[config.mk]
export PLATFORM = sky130hd
export DESIGN_NAME = multicycle_ctrl
export DESIGN_NICKNAME = d
export VERILOG_FILES = /design/src/rtl/multicycle_ctrl_pkg.sv /design/src/rtl/multicycle_ctrl_alu_dec.sv /design/src/rtl/multicycle_ctrl.sv
export SDC_FILE = /design/constraint.sdc
export NUM_CORES = 1
export LEC_CHECK = 0
export BUFFER_PORTS_ARGS = -buffer_cell sky130_fd_sc_hd__buf_2
export CORE_MARGIN = 5
export CORE_UTILIZATION = 37
export CTS_CLUSTER_DIAMETER = 150
export CTS_CLUSTER_SIZE = 40
export DETAILED_ROUTE_END_ITERATION = 6
export HOLD_SLACK_MARGIN = 0.1
export PLACE_DENSITY = 0.75
export SYNTH_ARGS = -nofsm -noshare
export SYNTH_HDL_FRONTEND = slang
export SYNTH_SLANG_ARGS = --single-unit
[constraint.sdc]
create_clock -name clk -period 1.5 [get_ports clk]
set_clock_uncertainty 0.05 [all_clocks]
set_input_delay 0.3 -clock clk [delete_from_list [all_inputs] [get_ports clk]]
set_output_delay 0.3 -clock clk [all_outputs]
set_load 0.01 [all_outputs]
[src/rtl/multicycle_ctrl_pkg.sv]
// Shared definitions for the multicycle RISC-V controller and its datapath ALU:
// ALU operation codes, opcodes, FSM state encoding and mux select codes.
package multicycle_ctrl_pkg;

    typedef enum logic [3:0] {
        ALU_ADD  = 4'h0,
        ALU_SUB  = 4'h1,
        ALU_OR   = 4'h2,
        ALU_AND  = 4'h3,
        ALU_XOR  = 4'h4,
        ALU_SLL  = 4'h5,
        ALU_SRL  = 4'h6,
        ALU_SRA  = 4'h7,
        ALU_SLT  = 4'h8,
        ALU_SLTU = 4'h9,
        ALU_GEQ  = 4'hA,
        ALU_GEQU = 4'hB
    } alu_op_e;

    typedef enum logic [3:0] {
        S_FETCH, S_DECODE, S_MEMADR, S_MEMREAD, S_MEMWB, S_MEMWRITE,
        S_EXECR, S_EXECI, S_ALUWB, S_BRANCH, S_JAL, S_JALR, S_LUI
    } state_e;

    localparam logic [6:0] OP_LOAD   = 7'b0000011;
    localparam logic [6:0] OP_STORE  = 7'b0100011;
    localparam logic [6:0] OP_RTYPE  = 7'b0110011;
    localparam logic [6:0] OP_ITYPE  = 7'b0010011;
    localparam logic [6:0] OP_BRANCH = 7'b1100011;
    localparam logic [6:0] OP_JAL    = 7'b1101111;
    localparam logic [6:0] OP_JALR   = 7'b1100111;
    localparam logic [6:0] OP_LUI    = 7'b0110111;

    localparam logic [2:0] IMM_I = 3'b000;
    localparam logic [2:0] IMM_S = 3'b001;
    localparam logic [2:0] IMM_B = 3'b010;
    localparam logic [2:0] IMM_J = 3'b011;
    localparam logic [2:0] IMM_U = 3'b100;

    localparam logic [1:0] SRCA_PC    = 2'b00;
    localparam logic [1:0] SRCA_OLDPC = 2'b01;
    localparam logic [1:0] SRCA_RS1   = 2'b10;
    localparam logic [1:0] SRCA_ZERO  = 2'b11;

    localparam logic [1:0] SRCB_RS2  = 2'b00;
    localparam logic [1:0] SRCB_IMM  = 2'b01;
    localparam logic [1:0] SRCB_FOUR = 2'b10;

    localparam logic [1:0] RES_ALUOUT = 2'b00;
    localparam logic [1:0] RES_RDATA  = 2'b01;
    localparam logic [1:0] RES_ALU    = 2'b10;

    // Immediate format depends only on the opcode, so it is valid in every state.
    function automatic logic [2:0] imm_src_of(input logic [6:0] opcode);
        case (opcode)
            OP_STORE:  return IMM_S;
            OP_BRANCH: return IMM_B;
            OP_JAL:    return IMM_J;
            OP_LUI:    return IMM_U;
            default:   return IMM_I;
        endcase
    endfunction

endpackage

[src/rtl/multicycle_ctrl_alu_dec.sv]
// Combinational funct3/funct7 decode to an ALU operation for R- and I-type
// arithmetic instructions.
module alu_dec
    import multicycle_ctrl_pkg::*;
(
    input  logic [2:0] funct3,
    input  logic       funct7_b5,
    input  logic       is_rtype,
    output alu_op_e    alu_op
);

    always_comb begin
        alu_op = ALU_ADD;
        case (funct3)
            3'b000: alu_op = (is_rtype && funct7_b5) ? ALU_SUB : ALU_ADD;
            3'b001: alu_op = ALU_SLL;
            3'b010: alu_op = ALU_SLT;
            3'b011: alu_op = ALU_SLTU;
            3'b100: alu_op = ALU_XOR;
            // funct7[5] selects arithmetic shift for both srai and sra
            3'b101: alu_op = funct7_b5 ? ALU_SRA : ALU_SRL;
            3'b110: alu_op = ALU_OR;
            3'b111: alu_op = ALU_AND;
            default: alu_op = ALU_ADD;
        endcase
    end

endmodule

[src/rtl/multicycle_ctrl.sv]
// Main FSM of a multicycle RV32I processor: sequences fetch, decode, execute,
// memory and writeback steps and drives datapath selects and write strobes.
module multicycle_ctrl
    import multicycle_ctrl_pkg::*;
(
    input  logic        clk,
    input  logic        rst_n,
    input  logic [31:0] instr,
    input  logic        mem_ready,
    input  logic        alu_z,
    input  logic        alu_iqf,
    output logic [3:0]  alu_control,
    output logic [1:0]  alu_src_a,
    output logic [1:0]  alu_src_b,
    output logic [1:0]  result_src,
    output logic [2:0]  imm_src,
    output logic        adr_src,
    output logic        pc_write,
    output logic        ir_write,
    output logic        reg_write,
    output logic        mem_write,
    output logic        illegal
);

    state_e     state_q, state_d;
    logic       run_q;
    alu_op_e    arith_op;
    logic [6:0] opcode;
    logic [2:0] funct3;
    logic       unused_instr_bits;

    assign opcode            = instr[6:0];
    assign funct3            = instr[14:12];
    assign unused_instr_bits = ^{instr[31], instr[29:15], instr[11:7]};

    alu_dec u_alu_dec (
        .funct3    (funct3),
        .funct7_b5 (instr[30]),
        .is_rtype  (state_q == S_EXECR),
        .alu_op    (arith_op)
    );

    // run_q keeps every strobe quiet until the first rising edge after reset release.
    always_ff @(posedge clk or negedge rst_n) begin
        if (!rst_n) begin
            state_q <= S_FETCH;
            run_q   <= 1'b0;
        end else begin
            state_q <= state_d;
            run_q   <= 1'b1;
        end
    end

    always_comb begin
        state_d     = state_q;
        alu_control = ALU_ADD;
        alu_src_a   = SRCA_PC;
        alu_src_b   = SRCB_RS2;
        result_src  = RES_ALUOUT;
        imm_src     = imm_src_of(opcode);
        adr_src     = 1'b0;
        pc_write    = 1'b0;
        ir_write    = 1'b0;
        reg_write   = 1'b0;
        mem_write   = 1'b0;
        illegal     = 1'b0;

        case (state_q)
            S_FETCH: begin
                alu_src_b  = SRCB_FOUR;
                result_src = RES_ALU;
                ir_write   = mem_ready;
                pc_write   = mem_ready;
                if (mem_ready) state_d = S_DECODE;
            end
            S_DECODE: begin
                alu_src_a = SRCA_OLDPC;
                alu_src_b = SRCB_IMM;
                case (opcode)
                    OP_LOAD, OP_STORE: state_d = S_MEMADR;
                    OP_RTYPE:          state_d = S_EXECR;
                    OP_ITYPE:          state_d = S_EXECI;
                    OP_BRANCH:         state_d = S_BRANCH;
                    OP_JAL:            state_d = S_JAL;
                    OP_JALR:           state_d = S_JALR;
                    OP_LUI:            state_d = S_LUI;
                    default: begin
                        illegal = 1'b1;
                        state_d = S_FETCH;
                    end
                endcase
            end
            S_MEMADR: begin
                alu_src_a = SRCA_RS1;
                alu_src_b = SRCB_IMM;
                state_d   = (opcode == OP_LOAD) ? S_MEMREAD : S_MEMWRITE;
            end
            S_MEMREAD: begin
                adr_src = 1'b1;
                if (mem_ready) state_d = S_MEMWB;
            end
            S_MEMWB: begin
                result_src = RES_RDATA;
                reg_write  = 1'b1;
                state_d    = S_FETCH;
            end
            S_MEMWRITE: begin
                adr_src   = 1'b1;
                mem_write = 1'b1;
                if (mem_ready) state_d = S_FETCH;
            end
            S_EXECR, S_EXECI: begin
                alu_src_a   = SRCA_RS1;
                alu_src_b   = (state_q == S_EXECR) ? SRCB_RS2 : SRCB_IMM;
                alu_control = arith_op;
                state_d     = S_ALUWB;
            end
            S_ALUWB: begin
                reg_write = 1'b1;
                state_d   = S_FETCH;
            end
            S_BRANCH: begin
                alu_src_a = SRCA_RS1;
                // signed/unsigned compares report their outcome on alu_iqf
                case (funct3)
                    3'b000: begin alu_control = ALU_SUB;  pc_write = alu_z;   end
                    3'b001: begin alu_control = ALU_SUB;  pc_write = !alu_z;  end
                    3'b100: begin alu_control = ALU_SLT;  pc_write = alu_iqf; end
                    3'b101: begin alu_control = ALU_GEQ;  pc_write = alu_iqf; end
                    3'b110: begin alu_control = ALU_SLTU; pc_write = alu_iqf; end
                    3'b111: begin alu_control = ALU_GEQU; pc_write = alu_iqf; end
                    default: illegal = 1'b1;
                endcase
                state_d = S_FETCH;
            end
            S_JAL: begin
                alu_src_a = SRCA_OLDPC;
                alu_src_b = SRCB_FOUR;
                pc_write  = 1'b1;
                state_d   = S_ALUWB;
            end
            S_JALR: begin
                alu_src_a = SRCA_RS1;
                alu_src_b = SRCB_IMM;
                state_d   = S_JAL;
            end
            S_LUI: begin
                alu_src_a = SRCA_ZERO;
                alu_src_b = SRCB_IMM;
                state_d   = S_ALUWB;
            end
            default: state_d = S_FETCH;
        endcase

        if (!run_q) begin
            pc_write  = 1'b0;
            ir_write  = 1'b0;
            reg_write = 1'b0;
            mem_write = 1'b0;
            illegal   = 1'b0;
            state_d   = S_FETCH;
        end
    end

endmodule

==> results of run 1 <==
[worst max path at each step]
stage	start	to	slack (ns)	cells after the start
CTS	state_q[3]	pc_write	-0.46	5
global placement	state_q[1]	illegal	-0.22	5
global route	state_q[3]	pc_write	-0.56	5
finish	state_q[1]	ir_write	-0.48	5
detailed placement	state_q[1]	alu_src_a[1]	-0.28	5
floorplan	state_q[1]	illegal	-0.15	5
[worst max-delay path, cell delays in order, from the launching register on]
cell and delay, ns:
dfrtp_2 0.48, buf_4 0.17, clkbuf_16 0.15, nor4_4 0.25
and3_1 0.20, buf_2 0.14
[layout make-up]
cell class	count	area [um2]	area share [%]
Clock buffer	4	26.3	1.46
Inverter	4	21.3	1.18
Multi-Input combinational cell	98	838	46.7
Sequential cell	5	129	7.17
Tap cell	28	35.0	1.95
Timing Repair Buffer	96	747	41.6
[metal layers]
layer,up-vias,global-route usage (%),wire length (um)
met5,-,0,0
met4,0,4.64,199
met3,23,3.17,252
met2,74,35.6,2250
met1,647,22.2,1580
li1,620,-,-
[flip-flops by register name, summed over array words and instances (netlist names)]
name     cells
state_q      4
run_q        1
[where the power goes]
| part | internal (mW) | switching, mW | total [mW] |
|---|---|---|---|
| registers | 0.139 | 0.00396 | 0.143 |
| clock network | 0.101 | 0.0550 | 0.156 |
| logic | 0.145 | 0.125 | 0.270 |
[cells by family after synthesis]
group | Yosys count | share of synthesized area [%]
xor+xnor | 4 | 4.22
buf+inv | 15 | 9.05
simple gates | 58 | 43.1
compound gates | 35 | 28.1
flops | 5 | 15.1
other cells | 1 | 0.452
[cells in the final DEF, fill, tap and decap left out, types with 3 or more instances in the layout]
cell,instances
nand3_1,3
nand3b_1,3
buf_6,17
buf_2,29
dfrtp_2,3
o21ai_0,3
clkbuf_4,3
a31oi_1,3
or3_4,3
buf_4,46
nor3_1,4
a21oi_2,3
nor2_1,6
nor2b_1,3
nor2b_4,4
a21oi_1,3
o21ai_1,3
a211o_1,3
nand2_1,4
[timing repair]
item,CTS,global route
cloned,0,3
resized for setup,29,37
pin swaps,12,10
endpoints found under the hold margin,5,0
endpoints found under the setup margin,22,23
hold buffers,1,0
buffers inserted,1,20
[through the flow]
stage	setup slack (ns)	std cells	total power, mW
after detailed placement	-0.279	206	0.341
after global placement	-0.220	206	0.333
after CTS	-0.458	212	0.514
final	-0.483	235	0.568
after floorplan	-0.148	118	0.242
after global routing	-0.564	235	0.609
==> impl_summary.md, run 1 <==
Detailed routing
The final routed wirelength across all metal layers is 4290 um. Using the TritonRoute via totals, the vias-per-cell ratio works out to 5.80. The violation count after the first detailed-routing iteration is 39.

The post-detailed-route wirelength per cell is 18.2 um. The number of nets with antenna violations after detailed routing is 0. Before antenna repair, the detailed router went through 4 iterations. Across all layers, the routed design uses 1364 vias. In the routed design, unresolved DRC markers number 0.

Synth
The net count after synthesis is 155. Yosys mapped the design onto 42 distinct sky130hd cell types. The number of enable flip-flop cells after synthesis is 0. The synthesized design contains 5 register bits. Ranked by total cell area, the synthesized netlist is headed by dfrtp_1, o21ai_0, nor2b_1. The fraction of post-synthesis cell area in the top cell type by area is 15.1%. By count the netlist is led by o21ai_0, nor2_1. The most frequently used flop master after synthesis is dfrtp_1. Sequential elements use 15.1% of the synthesized area. The post-synthesis async set-or-reset flop share is 100%.

In this run the mean area of a mapped cell was 7.03 um2. The biggest area contributor in the post-synthesis netlist is dfrtp_1. The Yosys step of the flow raised 0 warnings.

Summing every instance area after synthesis gives 830 um2. The post-synthesis instance total is 118. In the post-synthesis netlist, the cell with the most instances is o21ai_0.

Layout
From synthesis to final layout, the design area changed by 117%. The layout has 132 filler cells. The proportion of layout cells with a drive suffix above 1 is 67.1%.

After routing the design area is 0.00180 mm2. 0 antenna diodes ended up in the layout. Measured on the finished design, the core utilization comes to 82.8%.

For this run, the post-layout net count is 245.

Floorplan
The I/O pin count is 56. Once the floorplan was initialized, standard cells occupied 38.2% of the core. The core footprint is 0.00217 mm2. After floorplanning, the core was divided into 17 placement rows. From bottom edge to top edge, the die measures 57.4 um. The floorplan step set the die width to 57.4 um. The die covers 0.00329 mm2.

STA
The fmax is 504 MHz. Setup repair after global routing could not meet its margin everywhere. The minimum period implied by the final worst setup slack is 1.98 ns. Dividing the final minimum period by the clock period gives 132%.

The count of final setup violators is 20. The number of max-slew violations in the final report is 0. Setup total negative slack on the finished layout was measured at -7.00 ns. In the post-route analysis, the smallest setup slack over all paths is -0.483 ns. Final hold analysis gives a worst-case slack of 0.350 ns.

The number of endpoints with negative hold slack in the final report came to 0.

GRT
The number of antenna violations at the first check in global routing was 0. The via count of the first global-routing pass is 1172. For this run the aggregate overflow at the end of global routing stands at 0. The global-route wire length before repair is 5130 um. Entering global routing, the biggest net connects 14 pins. Global routing used 19.1% of the available tracks.

Min path
The path class of the lowest-slack min-delay path is in2async.

Worst setup path
The startpoint identified for the worst register-to-register timing path is state_q[1]. The cell depth of the worst flop-to-flop path is 6. STA classifies the critical path endpoint as an output port. The category of the worst setup path launch point is a register. STA puts the critical path data required time at 1.15 ns.

The data arrival at the endpoint of the critical path is 1.63 ns. The flop-to-flop setup slack is -0.26 ns. In this run the critical register-to-register path is captured at state_q[1]. The worst setup path is of the reg2out kind. The largest driver fanout on the critical path is 6.

Flow run
Across the run, the number of max-cap violations was 0.

Placement
Routability-driven placement finished with a final weighted congestion of 0.906. The HPWL after detailed placement is 2330 um. The count of buffers added on input and output ports is 34. The instance area at placement is 0.00131 mm2.

CTS
The H-tree depth is 1. After clock tree synthesis, the clock-pin slew on the worst setup and hold paths is 0.04 ns. TritonCTS built the clock tree. For this design, the sink count on the clock tree is 5. The cell chosen for the clock root is clkbuf_4. The worst-case clock buffer depth is 2. The clock latency at the later pin of the worst-skew pair is 0.24 ns. The clock buffer count from CTS is 3.

Power and ir drop
The maximum vdd drop is 0.702 mV. The power density relative to cell area is 316 mW/mm2. The leakage power summed over all cells is 0.851 nW.

Run status
The run finished, with violations left. The checks that failed: setup timing.
Note: power is estimated with default switching activity, not from simulation.
==> inputs of run 2 (changes only) <==
--- a/config.mk
+++ b/config.mk
@@ -7,12 +7,13 @@
 export LEC_CHECK = 0
 export BUFFER_PORTS_ARGS = -buffer_cell sky130_fd_sc_hd__buf_2
 export CORE_MARGIN = 5
-export CORE_UTILIZATION = 37
+export CORE_UTILIZATION = 38
 export CTS_CLUSTER_DIAMETER = 150
 export CTS_CLUSTER_SIZE = 40
 export DETAILED_ROUTE_END_ITERATION = 6
 export HOLD_SLACK_MARGIN = 0.1
-export PLACE_DENSITY = 0.75
+export PLACE_DENSITY = 0.76
 export SYNTH_ARGS = -nofsm -noshare
 export SYNTH_HDL_FRONTEND = slang
+export SYNTH_HIERARCHICAL = 1
 export SYNTH_SLANG_ARGS = --single-unit
==> impl_summary.md, run 2 <==
Run status
Status: complete, but fails checks (unchanged). Violations in the final reports: setup timing (unchanged).

Worst setup path
Ordered cell list for the critical path: buf_4 -> buf_4 -> nand2_2 -> nor2_1 -> o21ai_0 -> o21ai_1 -> buf_2 (was buf_4 -> clkbuf_16 -> nor4_4 -> and3_1 -> buf_2). The capturing element type of the critical path is an output port (unchanged). The data arrival at the endpoint of the critical path was 1.50 ns (was 1.63 ns).

The cell with the largest stage delay on the worst path is dfrtp_1 (was dfrtp_2). The destination of the worst register-to-register timing path was state_q[3] (was state_q[1]). The required arrival time at the worst endpoint is 1.15 ns (about the same). The startpoint of the worst-slack reg-to-reg timing path is state_q[1] (unchanged).

The longest individual stage delay on the worst path is 0.42 ns (was 0.48 ns). The category of the critical setup timing path is reg2out (unchanged). The start point of the critical path is state_q[1] (unchanged). The category of the worst setup path launch point is a register (unchanged). The destination of the critical timing path is alu_src_b[0] (was ir_write).

The most repeated library cell on the critical path is buf_4. The largest driver fanout on the critical path is 6 (unchanged). The flop-to-flop setup slack came to -0.08 ns (was -0.26 ns). The cell depth of the worst flop-to-flop path is 6 (unchanged).

CTS
The sink count of the clock tree is 5 (unchanged). The cell chosen for the clock root is clkbuf_4 (unchanged). The clock transition at the registers of the reported paths came to 0.04 ns (about the same). The TritonCTS clock tree is done (unchanged). The H-tree depth is 1 (unchanged). The clock buffer count from CTS is 3 (unchanged). The worst-case clock buffer depth is 2 (unchanged).

The clock latency at the later pin of the worst-skew pair is 0.24 ns (about the same).

Synth
The unique cell type count in the Yosys netlist is 46 (was 42). The number of enable flip-flop cells after synthesis is 0 (unchanged). Synth area leaders: dfrtp_1, o21ai_0, nand2_1 (was dfrtp_1, o21ai_0, nor2b_1). Most instantiated cells after synthesis: nand2_1, nor2_1, o21ai_0 (was o21ai_0, nor2_1).

The number of synthesized register bits is 5 (unchanged). The fraction of post-synthesis cell area in the top cell type by area was 14.1% (was 15.1%). The number of warning messages in the yosys log is 6 (was 0). The area of the mapped netlist is 888 um2 (was 830 um2). The average size of a mapped cell is 6.99 um2 (was 7.03 um2).

The share of synthesized area occupied by flip-flops and latches was 14.1% (was 15.1%). The post-synthesis async set-or-reset flop share is 100% (unchanged). The cell with the most instances after synthesis is nand2_1 (was o21ai_0).

The post-synthesis instance total is 127 (was 118). The net count after synthesis is 164 (was 155). The most frequently used flop master after synthesis is dfrtp_1 (unchanged). The most area-hungry cell type in the Yosys netlist is dfrtp_1 (unchanged).

Detailed routing
The via total after detailed routing is 1199 (was 1364). The post-detailed-route wirelength per cell is 13.8 um (was 18.2 um). The number of nets with antenna violations after detailed routing was 0 (unchanged). The per-cell via count in the routed design is 5.28 (was 5.80). The final routed DRC violation total is 0 (unchanged). The number of iterations in the first detailed-routing pass came to 4 (unchanged).

The violation count after the first detailed-routing iteration is 29 (was 39). The final routed wirelength across all metal layers is 3130 um (was 4290 um).

Layout
The growth of design area from synthesis to finish is 74.9% (was 117%). The proportion of layout cells with a drive suffix above 1 is 52.8% (was 67.1%). The final core area utilization is 70.2% (was 82.8%). Largest registers: state_q (4), run_q (1) (unchanged). The register with the highest flop count is state_q (unchanged).

The flip-flop count of the largest register after layout is 4 (unchanged). The final layout net count is 237 (was 245). The most common library cell in the layout ignoring fill and taps was buf_4 (unchanged). Commonest cells after routing, fill and taps aside: buf_4, buf_2, nand2_1, buf_6, nor2_1 (was buf_4, buf_2, buf_6).

The final design area excluding fillers is 0.00155 mm2 (was 0.00180 mm2). The final cell count without fillers is 227 (was 235). The number of inserted diodes is 0 (unchanged).

Placement
The instance area at placement came to 0.00134 mm2 (was 0.00131 mm2). The count of input and output buffers was 34 (unchanged). The routability congestion estimate from global placement is 0.875 (was 0.906). The count of placed standard cells including taps is 217 (was 206). The worst setup timing slack at the placement stage is -0.119 ns (was -0.279 ns). The post-DP HPWL is 2340 um (was 2330 um).

Floorplan
The floorplan die width is 58.4 um (was 57.4 um). The die area came to 0.00340 mm2 (was 0.00329 mm2). The I/O pin count was 56 (unchanged).

The die extent in y was 58.4 um (was 57.4 um). The count of standard-cell rows is 17 (unchanged). The initial core utilization is 40.2% (was 38.2%). The core footprint came to 0.00221 mm2 (was 0.00217 mm2).

Power and ir drop
The switching power is 0.173 mW (was 0.184 mW). The maximum vdd drop was 0.493 mV (was 0.702 mV). The part of the total power dissipated in combinational logic is 44.1% (was 47.5%). The fraction of power consumed by sequential logic is 27.7% (was 25.1%). The switching fraction of total power was 32.2% (was 32.4%). The power density relative to cell area is 347 mW/mm2 (was 316 mW/mm2). The part of the power in the clock network was 28.2% (was 27.4%). The internal power summed over all cells is 0.365 mW (was 0.384 mW). The total chip power is 0.539 mW (was 0.568 mW).

The leakage power summed over all cells came to 0.772 nW (was 0.851 nW).

Flow run
The number of max-cap violations was 0 (unchanged).

Min path
The path class of the lowest-slack min-delay path is in2async (unchanged).

STA
The number of max-slew violations in the final report is 0 (unchanged). The fmax came to 539 MHz (was 504 MHz). The count of final setup violators came to 19 (was 20). The least setup slack across all paths after layout is -0.355 ns (was -0.483 ns). The sum of negative setup slack is -4.30 ns (was -7.00 ns). The post-route clock period utilization is 124% (was 132%). The number of endpoints with negative hold slack in the final report is 0 (unchanged).

The minimum period implied by the final worst setup slack was 1.85 ns (was 1.98 ns). RSZ-0062 raised after global routing: yes (unchanged). The tightest hold margin was 0.345 ns (was 0.350 ns).

GRT
The global-route wire length before repair came to 4740 um (was 5130 um). The number of antenna violations at the first check in global routing was 0 (unchanged). The aggregate global routing overflow is 0 (unchanged). The pin count of the biggest net entering global routing is 23 (was 14).

The via count of the first global-routing pass is 1143 (was 1172). The global-route total usage across every layer was 17.3% (was 19.1%).
## run 2: critical path, delay by kind of cell, from the launching register on
| family | cells | cell delay, ns |
|---|---|---|
| buffers and inverters | 3 | 0.47 |
| DFF | 1 | 0.42 |
| AOI/OAI and AO/OA | 2 | 0.25 |
| and+or+nand+nor | 2 | 0.12 |
## run 2: power by group through the flow
stage	registers [mW]	clock network [mW]	logic (mW)
finish	0.149	0.152	0.237
global route	0.150	0.161	0.258
CTS	0.147	0.158	0.219
detailed placement	0.149	0	0.208
global placement	0.148	0	0.201
floorplan	0.144	0	0.0956
## run 2: layout make-up
cell class | count | area (um2)
Clock buffer | 4 | 26.3
Fill cell | 177 | 658
Inverter | 4 | 15.0
Multi-Input combinational cell | 110 | 812
Sequential cell | 5 | 126
Tap cell | 28 | 35.0
Timing Repair Buffer | 76 | 539
## run 2: worst min-delay path by stage
stage	to	from	cells past startpoint	slack, ns
after floorplan	run_q	rst_n	0	-0.05
after global placement	state_q[0]	rst_n	1	0.06
after detailed placement	run_q	rst_n	1	0.06
after CTS	state_q[1]	rst_n	2	0.34
after global routing	state_q[3]	rst_n	2	0.38
final	state_q[1]	rst_n	2	0.34
## run 2: cells by family (layout without fill, tap and decap cells)
kind of cell	after synthesis	count (layout)	synth area share, %
buf+inv	12	84	6.62
flops	5	5	14.1
simple gates	66	66	45.6
compound gates	37	37	27.3
xor+xnor	6	6	5.92
other cells	1	1	0.422
## run 2: repair_timing
action	in CTS	in global routing
pin swaps	5	11
endpoints found under the hold margin	5	0
resized for setup	8	29
endpoints found under the setup margin	20	21
buffers inserted	3	2
hold buffers	1	0
gates cloned	0	0
## run 2: per-layer routing
layer	GRT usage (%)	part of all wire (%)	wire length, um	vias to the layer above
met2	31.4	52	1610	41
met1	21.6	43	1340	542
li1	-	-	-	612
met4	5.63	1.0	32	0
met3	1.10	4.8	149	4
met5	0	0	0	-
==> inputs of run 3 (changes only) <==
--- a/config.mk
+++ b/config.mk
@@ -13,6 +13,7 @@
 export DETAILED_ROUTE_END_ITERATION = 6
 export HOLD_SLACK_MARGIN = 0.1
 export PLACE_DENSITY = 0.76
+export SKIP_LAST_GASP = 1
 export SYNTH_ARGS = -nofsm -noshare
 export SYNTH_HDL_FRONTEND = slang
 export SYNTH_HIERARCHICAL = 1
==> impl_summary.md, run 3 (synthesized netlist as in run 2, its figures left out) <==
Detailed routing
The highest metal layer used by the detailed router is met4 (unchanged). The per-cell via count in the routed design was 5.37 (was 5.28). The post-detailed-route wirelength per cell is 13.8 um (about the same). The wire length on met3 came to 181 um (was 149 um). The number of nets with antenna violations after detailed routing was 0 (unchanged). The final routed DRC violation total came to 0 (unchanged). The final routed wirelength across all metal layers is 3140 um (was 3130 um).

The routed metal-1 wirelength is 1300 um (was 1340 um). The via total after detailed routing is 1219 (was 1199). The routed length on met2 is 1630 um (was 1610 um). The violation count after the first detailed-routing iteration is 23 (was 29).

The number of iterations in the first detailed-routing pass is 4 (unchanged).

Worst setup path
The depth of the critical timing path with buffers and inverters included is 7 (unchanged). The cell with the largest stage delay on the worst path was dfrtp_1 (unchanged). The most repeated library cell on the critical path is buf_4 (unchanged). The category of the critical setup timing path is reg2out (unchanged). The data arrival at the endpoint of the critical path is 1.51 ns (was 1.50 ns).

The capturing element type of the critical path is an output port (unchanged). The cell depth of the worst flop-to-flop path is 6 (unchanged). The largest driver fanout on the critical path is 6 (unchanged). The category of cells accounting for the largest share of critical-path delay is buffers and inverters (unchanged). The category of the worst setup path launch point was a register (unchanged). The required arrival time at the worst endpoint is 1.15 ns (about the same). The longest individual stage delay on the worst path is 0.42 ns (about the same). The number of buffer and inverter stages on the critical path was 3 (unchanged).

Ordered cell list for the critical path: buf_4 -> buf_4 -> nand2_2 -> nor2_1 -> o21ai_0 -> o21ai_1 -> buf_2 (unchanged).

Run status
Violations in the final reports: setup timing (unchanged). Status: complete, but fails checks (unchanged).

Power and ir drop
The internal power summed over all cells is 0.365 mW (about the same). The switching power was 0.174 mW (was 0.173 mW). The power density relative to cell area is 347 mW/mm2 (about the same). The total chip power is 0.539 mW (about the same). The leakage power summed over all cells is 0.772 nW (about the same). The part of the total power dissipated in combinational logic is 44.1% (about the same).

The fraction of power consumed by sequential logic came to 27.7% (about the same). The part of the power in the clock network was 28.2% (about the same). The switching fraction of total power came to 32.2% (about the same).

The maximum vdd drop is 0.494 mV (was 0.493 mV).

Floorplan
The die area came to 0.00340 mm2 (unchanged). The core footprint is 0.00221 mm2 (unchanged). The count of standard-cell rows is 17 (unchanged). The floorplan die width was 58.4 um (unchanged). The initial core utilization was 40.2% (unchanged).

The die extent in y is 58.4 um (unchanged). The I/O pin count is 56 (unchanged).

Layout
The register with the highest flop count is state_q (unchanged). The growth of design area from synthesis to finish was 74.9% (unchanged). The flip-flop count of the largest register after layout is 4 (unchanged). The number of filler instances in the final layout is 176 (was 177).

The final core area utilization is 70.2% (unchanged). The number of inserted diodes came to 0 (unchanged). Largest registers: state_q (4), run_q (1) (unchanged). The final layout net count came to 237 (unchanged). Commonest cells after routing, fill and taps aside: buf_4, buf_2, nand2_1 (was buf_4, buf_2, nand2_1, buf_6, nor2_1). The multi-input combinational cell area is 816 um2 (was 812 um2).

The most common library cell in the layout ignoring fill and taps is buf_4 (unchanged). The final cell count without fillers was 227 (unchanged). The area used by sequential logic in the layout came to 126 um2 (unchanged). The proportion of layout cells with a drive suffix above 1 was 52.8% (unchanged).

STA
The sum of negative setup slack is -4.36 ns (was -4.30 ns). The post-route clock period utilization is 124% (about the same). The least setup slack across all paths after layout is -0.357 ns (was -0.355 ns).

The count of final setup violators is 19 (unchanged). The number of endpoints with negative hold slack in the final report came to 0 (unchanged). RSZ-0062 raised after global routing: yes (unchanged). The fmax was 539 MHz (about the same). The minimum period implied by the final worst setup slack came to 1.86 ns (was 1.85 ns). The number of max-slew violations in the final report is 0 (unchanged).

Placement
The count of input and output buffers is 34 (unchanged). The post-DP HPWL was 2340 um (unchanged). The worst setup timing slack at the placement stage is -0.119 ns (unchanged). The count of placed standard cells including taps is 217 (unchanged). The routability congestion estimate from global placement came to 0.875 (unchanged).

CTS
The TritonCTS clock tree is done (unchanged). The clock transition at the registers of the reported paths was 0.04 ns (about the same). The clock buffer count from CTS came to 3 (unchanged). The cell chosen for the clock root is clkbuf_4 (unchanged). The H-tree depth was 1 (unchanged). The worst-case clock buffer depth came to 2 (unchanged). The clock latency at the later pin of the worst-skew pair was 0.24 ns (about the same). The sink count of the clock tree is 5 (unchanged).

Flow run
The number of max-cap violations is 0 (unchanged).

GRT
The via count of the first global-routing pass is 1143 (unchanged). The global-route wire length before repair is 4740 um (unchanged). The aggregate global routing overflow is 0 (unchanged). The global-route total usage across every layer was 17.3% (unchanged). The number of antenna violations at the first check in global routing is 0 (unchanged). The pin count of the biggest net entering global routing was 23 (unchanged).

Min path
The path class of the lowest-slack min-delay path is in2async (unchanged).
## run 3: path summary, 6_finish.rpt
check / start / end / slack [ns]
max: state_q[1] / alu_src_b[0] / -0.36
min: rst_n / state_q[1] / 0.34
max reg2reg: state_q[1] / state_q[0] / -0.05
min reg2reg: run_q / state_q[3] / 0.72
max in group asynchronous: rst_n / state_q[0] / 0.91
min in group clk: mem_ready / state_q[2] / 0.41
## run 3: metal layers
metal	up-vias	global-route usage, %
met5	-	0
met2	45	31.4
li1	611	-
met1	559	21.6
met4	0	5.63
met3	4	1.10
## run 3: timing repair
| item | CTS | global route |
|---|---|---|
| setup endpoints to repair | 20 | 21 |
| setup buffers | 3 | 2 |
| hold buffers | 1 | 0 |
| gates cloned | 0 | 0 |
| hold endpoints to repair | 5 | 0 |
| pin swaps | 5 | 11 |
| gates resized for setup | 7 | 29 |
## run 3: stage by stage
step	area, um2	hold slack, ns
2_1_floorplan	912	-0.0456
3_3_place_gp	1340	0.0629
3_5_place_dp	1340	0.0623
4_1_cts	1430	0.336
5_1_grt	1550	0.384
6_report	1550	0.345
## run 3: cell type report
class,instances,area share (%)
clock buffer,4,1.69
timing repair buffer,76,34.5
multi-input combinational,110,52.5
sequential,5,8.13
tap,28,2.25
inverter,4,0.966
## run 3: power by group through the flow
stage | Clock, mW | Sequential [mW] | Combinational [mW]
after floorplan | 0 | 0.144 | 0.0956
after global placement | 0 | 0.148 | 0.201
after detailed placement | 0 | 0.149 | 0.208
after CTS | 0.158 | 0.147 | 0.219
after global routing | 0.161 | 0.150 | 0.258
final | 0.152 | 0.149 | 0.238
## run 3: worst register-to-register path, stage by stage, from the launching register on
cell and delay, ns:
dfrtp_1 0.41, buf_6 0.15, and2b_2 0.23, buf_6 0.13, a211o_1 0.25, nand4b_1 0.12, o31ai_2 0.08
